==> config.mk <==
export PLATFORM = sky130hd
export DESIGN_NAME = dma_arbiter
export DESIGN_NICKNAME = d
export VERILOG_FILES = /design/src/rtl/dma_arbiter.sv
export SDC_FILE = /design/constraint.sdc
export NUM_CORES = 1
export LEC_CHECK = 0
export ABC_AREA = 1
export ABC_CLOCK_PERIOD_IN_PS = 3850
export CAP_MARGIN = 10
export CORE_AREA = 2 2 174 176
export DETAILED_ROUTE_END_ITERATION = 16
export DIE_AREA = 0 0 176 178
export PLACE_DENSITY = 0.49
export REMOVE_ABC_BUFFERS = 1
export SLEW_MARGIN = 20
export SYNTH_ARGS = -nofsm -noshare
export SYNTH_HDL_FRONTEND = slang
export SYNTH_SLANG_ARGS = --single-unit
==> constraint.sdc <==
create_clock -name clk_i -period 3.85 [get_ports clk_i]
set_input_delay 0.385 -clock clk_i [delete_from_list [all_inputs] [get_ports clk_i]]
set_output_delay 0.385 -clock clk_i [all_outputs]
set_load 0.05 [all_outputs]
==> src/rtl/dma_arbiter.sv <==
`default_nettype none
// ============================================================================
//  Module   : dma_arbiter
//  Purpose  : Two-requester round-robin arbiter for a single bsg_cache-style
//             DMA channel, with one transaction outstanding at a time.
//  Revision : 1.0  initial release
// ============================================================================
module dma_arbiter #(
   parameter int dma_pkt_width_p = 33,
   parameter int data_width_p    = 64,
   parameter int beats_p         = 8
) (
   input  logic                         clk_i,
   input  logic                         reset_n_i,
   input  logic                         calib_done_i,

   input  logic [2*dma_pkt_width_p-1:0] dma_pkt_i,
   input  logic [1:0]                   dma_pkt_v_i,
   output logic [1:0]                   dma_pkt_yumi_o,

   output logic [data_width_p-1:0]      dma_data_o,
   output logic [1:0]                   dma_data_v_o,
   input  logic [1:0]                   dma_data_ready_and_i,

   input  logic [2*data_width_p-1:0]    dma_data_i,
   input  logic [1:0]                   dma_data_v_i,
   output logic [1:0]                   dma_data_yumi_o,

   output logic [dma_pkt_width_p-1:0]   mem_dma_pkt_o,
   output logic                         mem_dma_pkt_v_o,
   input  logic                         mem_dma_pkt_yumi_i,

   input  logic [data_width_p-1:0]      mem_dma_data_i,
   input  logic                         mem_dma_data_v_i,
   output logic                         mem_dma_data_ready_and_o,

   output logic [data_width_p-1:0]      mem_dma_data_o,
   output logic                         mem_dma_data_v_o,
   input  logic                         mem_dma_data_yumi_i,

   output logic                         busy_o,
   output logic                         owner_o
);

   localparam int CNT_W = (beats_p > 1) ? $clog2(beats_p) : 1;
   localparam logic [CNT_W-1:0] C_LAST_BEAT = CNT_W'(beats_p - 1);

   localparam logic [1:0] C_IDLE  = 2'd0;
   localparam logic [1:0] C_READ  = 2'd1;
   localparam logic [1:0] C_WRITE = 2'd2;

   logic [1:0]       r_state;
   logic [CNT_W-1:0] r_cnt;
   logic             r_owner;
   logic             r_last_grant;

   logic                       w_sel;
   logic [dma_pkt_width_p-1:0] w_sel_pkt;
   logic                       w_grant_ok;
   logic                       w_accept;
   logic                       w_rd;
   logic                       w_rd_v;
   logic                       w_wr;
   logic                       w_wr_yumi;
   logic                       w_beat;

   // With both valid, the requester that did not win last time goes next.
   assign w_sel     = (&dma_pkt_v_i) ? ~r_last_grant : dma_pkt_v_i[1];
   assign w_sel_pkt = w_sel ? dma_pkt_i[2*dma_pkt_width_p-1:dma_pkt_width_p]
                            : dma_pkt_i[dma_pkt_width_p-1:0];

   // Outputs are gated by reset_n_i directly so they read 0 while reset is held.
   assign w_grant_ok      = reset_n_i & calib_done_i & (r_state == C_IDLE);
   assign mem_dma_pkt_v_o = w_grant_ok & (|dma_pkt_v_i);
   assign mem_dma_pkt_o   = mem_dma_pkt_v_o ? w_sel_pkt : '0;
   assign w_accept        = mem_dma_pkt_v_o & mem_dma_pkt_yumi_i;
   assign dma_pkt_yumi_o  = {w_accept & w_sel, w_accept & ~w_sel};

   assign w_rd                     = reset_n_i & (r_state == C_READ);
   assign w_rd_v                   = w_rd & mem_dma_data_v_i;
   assign dma_data_v_o             = {w_rd_v & r_owner, w_rd_v & ~r_owner};
   assign dma_data_o               = w_rd_v ? mem_dma_data_i : '0;
   assign mem_dma_data_ready_and_o = w_rd & (r_owner ? dma_data_ready_and_i[1]
                                                     : dma_data_ready_and_i[0]);

   assign w_wr             = reset_n_i & (r_state == C_WRITE);
   assign mem_dma_data_v_o = w_wr & (r_owner ? dma_data_v_i[1] : dma_data_v_i[0]);
   assign mem_dma_data_o   = !mem_dma_data_v_o ? '0 :
                             r_owner ? dma_data_i[2*data_width_p-1:data_width_p]
                                     : dma_data_i[data_width_p-1:0];
   assign w_wr_yumi        = w_wr & mem_dma_data_yumi_i;
   assign dma_data_yumi_o  = {w_wr_yumi & r_owner, w_wr_yumi & ~r_owner};

   assign w_beat = (w_rd_v & mem_dma_data_ready_and_o)
                 | (mem_dma_data_v_o & mem_dma_data_yumi_i);

   assign busy_o  = (r_state != C_IDLE);
   assign owner_o = r_owner;

   always_ff @(posedge clk_i or negedge reset_n_i) begin
      if (!reset_n_i) begin
         r_state      <= C_IDLE;
         r_cnt        <= '0;
         r_owner      <= 1'b0;
         r_last_grant <= 1'b1;
      end else begin
         case (r_state)
            C_IDLE: begin
               if (w_accept) begin
                  r_owner      <= w_sel;
                  r_last_grant <= w_sel;
                  r_cnt        <= '0;
                  r_state      <= w_sel_pkt[dma_pkt_width_p-1] ? C_WRITE : C_READ;
               end
            end
            C_READ, C_WRITE: begin
               if (w_beat) begin
                  if (r_cnt == C_LAST_BEAT) begin
                     r_cnt   <= '0;
                     r_state <= C_IDLE;
                  end else begin
                     r_cnt <= r_cnt + 1'b1;
                  end
               end
            end
            default: r_state <= C_IDLE;
         endcase
      end
   end

endmodule
`default_nettype wire

==> reports/metrics.csv <==
metric,value,unit
status,"complete, no violations",
syn_area,0.00244,mm²
die_x,176,µm
seqPwrFrac,0.071,
fin_nets,1237,
drcViolationCount,0,
drtIter0Drc,140,
layout-drive-gt1-share,0.0926,
yosysWarnings,0,
dpl_cell_area,0.00752,mm²
row_count,63,
r2r_start,owner_o,
clk_pin_slew,40,ps
final_cell_mix,"374 x clkdlybuf4s50_1, 223 x nand2_1, 99 x a21oi_1",
drt_wl_total,18600,µm
critPathLaunch,owner_o,
wl_per_cell,13.8,µm
h-tree-depth,1,
overflow,0,
synthCells,546,
r2r_setup_slack,1650,ps
antenna_found_initial,4,
worstMarginPinSlew,738,ps
grt_usage,0.107,
synth_cell_types,19,
grt_pass1_vias,4599,
fp.dieH,178,µm
p_switching,1.28,mW
setup_violations,0,
dr.pass1.iters,4,
ys_ff_latch,7,
pin_count,442,
post-route-util,0.259,
area_growth,211,%
yosys.area.top_type,nand2_1,
p_clk_frac,0.079,
layout.cells.most_common,clkdlybuf4s50_1,
cts_tree,yes,
grt_pass1_wl,26100,µm
period_share,0.785,
clkLatencyLatePin,230,ps
relSlewSlack,0.508,
cp-end-kind,output pin,
worstPathArrival,2640,ps
swShare,0.574,
finClkSkew,5.13,ps
cap_viol_max_count,0,
comb_power_share,0.850,
postCtsResizedCells,0,
rsz0062_at_grt,no,
avgSynthCellArea,4.48,µm²
ys_seq_area_frac,0.0722,
post-route-min-period,3020,ps
dieArea,0.0313,mm²
synth_top_area_frac,0.345,
power.density,294,mW/mm²
critPathCapture,mem_dma_data_o[61],
p_int,0.952,mW
numClockSinks,7,
ant_nets,0,
vias_per_cell,3.54,
critical_path.max_fanout,68,
cp_data_required_time,3460,ps
via_count,4794,
postCtsSetupBuffers,0,
gp_congestion,0.854,
clk_path_buf_depth,2,
crit_path_start_kind,register,
start_util,0.0832,
grt_max_degree,69,
yosys-top-cells-area,"nand2_1 35%, a21oi_1 20%, inv_1 12%",
clockRootBuffer,clkbuf_16,
fill_cells,3290,
leakage,3.37,nW
hold_viol,0,
core,0.0294,mm²
io_buffers,441,
r2r_end,r_cnt[1],
vdd_drop_max,0.183,mV
numCtsBuffers,3,
dp_hpwl,16100,µm
min_path_type,input port to asynchronous set/reset pin,
criticalPathCategory,register to output pin,
worst_r2r_path_depth,8,
fin_area,0.00760,mm²
clock.fmax,331,MHz
cts_hold_buf,0,
maxSlewViolCount,0,
## kinds of logic (layout without fill, tap and decap cells)
kind of cell | count (synthesis) | in the layout | synth area share
and+or+nand+nor | 312 | 312 | 0.492
other | 0 | 2 | 0
buffers and inverters | 121 | 536 | 0.202
AOI/OAI and AO/OA | 101 | 101 | 0.208
adders and majority gates | 5 | 5 | 0.0256
DFF | 7 | 7 | 0.0722
## synthesized netlist by cell type
cell / count
a21oi_1: 99
a21oi_2: 1
buf_2: 17
buf_4: 2
buf_6: 1
clkbuf_1: 18
dfrtp_1: 6
dfstp_2: 1
ha_1: 5
inv_1: 80
inv_2: 2
inv_4: 1
nand2_1: 225
nand3_1: 7
nand3_4: 1
nand4_1: 1
nor2_1: 77
nor2_4: 1
o21ai_0: 1
## through the flow
stage | setup slack, ps | hold slack [ps] | cells | TNS, ps | power, mW
after detailed placement | 824 | 471 | 1347 | 0 | 2.10
after global placement | 844 | 468 | 1347 | 0 | 2.09
final | 827 | 475 | 1353 | 0 | 2.23
after floorplan | -540 | 89.4 | 508 | -33680 | 1.22
after CTS | 740 | 479 | 1351 | 0 | 2.29
after global routing | 603 | 491 | 1352 | 0 | 2.42
## worst min-delay path by stage
stage	from	end	depth (start not counted)
after floorplan	reset_n_i	owner_o	0
after global placement	r_cnt[1]	r_cnt[1]	2
after detailed placement	r_cnt[2]	r_cnt[2]	2
after CTS	reset_n_i	r_cnt[2]	2
after global routing	reset_n_i	r_cnt[0]	2
final	reset_n_i	r_cnt[0]	2
## area by class of cell
| type | count | area [µm²] | area share |
|---|---|---|---|
| Multi-Input combinational cell | 418 | 1780 | 0.234 |
| Clock inverter | 1 | 5.00 | 0.000658 |
| Sequential cell | 7 | 178 | 0.0234 |
| Timing Repair Buffer | 449 | 4760 | 0.626 |
| Inverter | 83 | 314 | 0.0413 |
| Clock buffer | 3 | 75.1 | 0.00987 |
| Tap cell | 390 | 488 | 0.0642 |
| Antenna cell | 2 | 5.00 | 0.000658 |
## power groups by stage
stage	Sequential (mW)	Clock, mW	Combinational (mW)
3_3_place_gp	0.166	0	1.93
6_report	0.160	0.176	1.90
3_5_place_dp	0.165	0	1.93
2_1_floorplan	0.207	0	1.02
4_1_cts	0.164	0.181	1.94
5_1_grt	0.170	0.191	2.06
## critical path: stages, from the launching register on
cell,delay (ps)
dfrtp_2,550
inv_4,100
buf_4,580
nand2_1,160
a21oi_1,170
clkdlybuf4s50_1,820
## routing by layer
metal	part of all wire	track usage
met2	0.49	0.197
met3	0.12	0.0475
met1	0.36	0.110
met5	0.0015	0
met4	0.021	0.0300
## flip-flops by register name, summed over array words and instances, names as in the netlist
signal and cells:
r_last_grant 1, r_state 2, owner_o 1, r_cnt 3
Note: power is estimated with default switching activity, not from simulation.
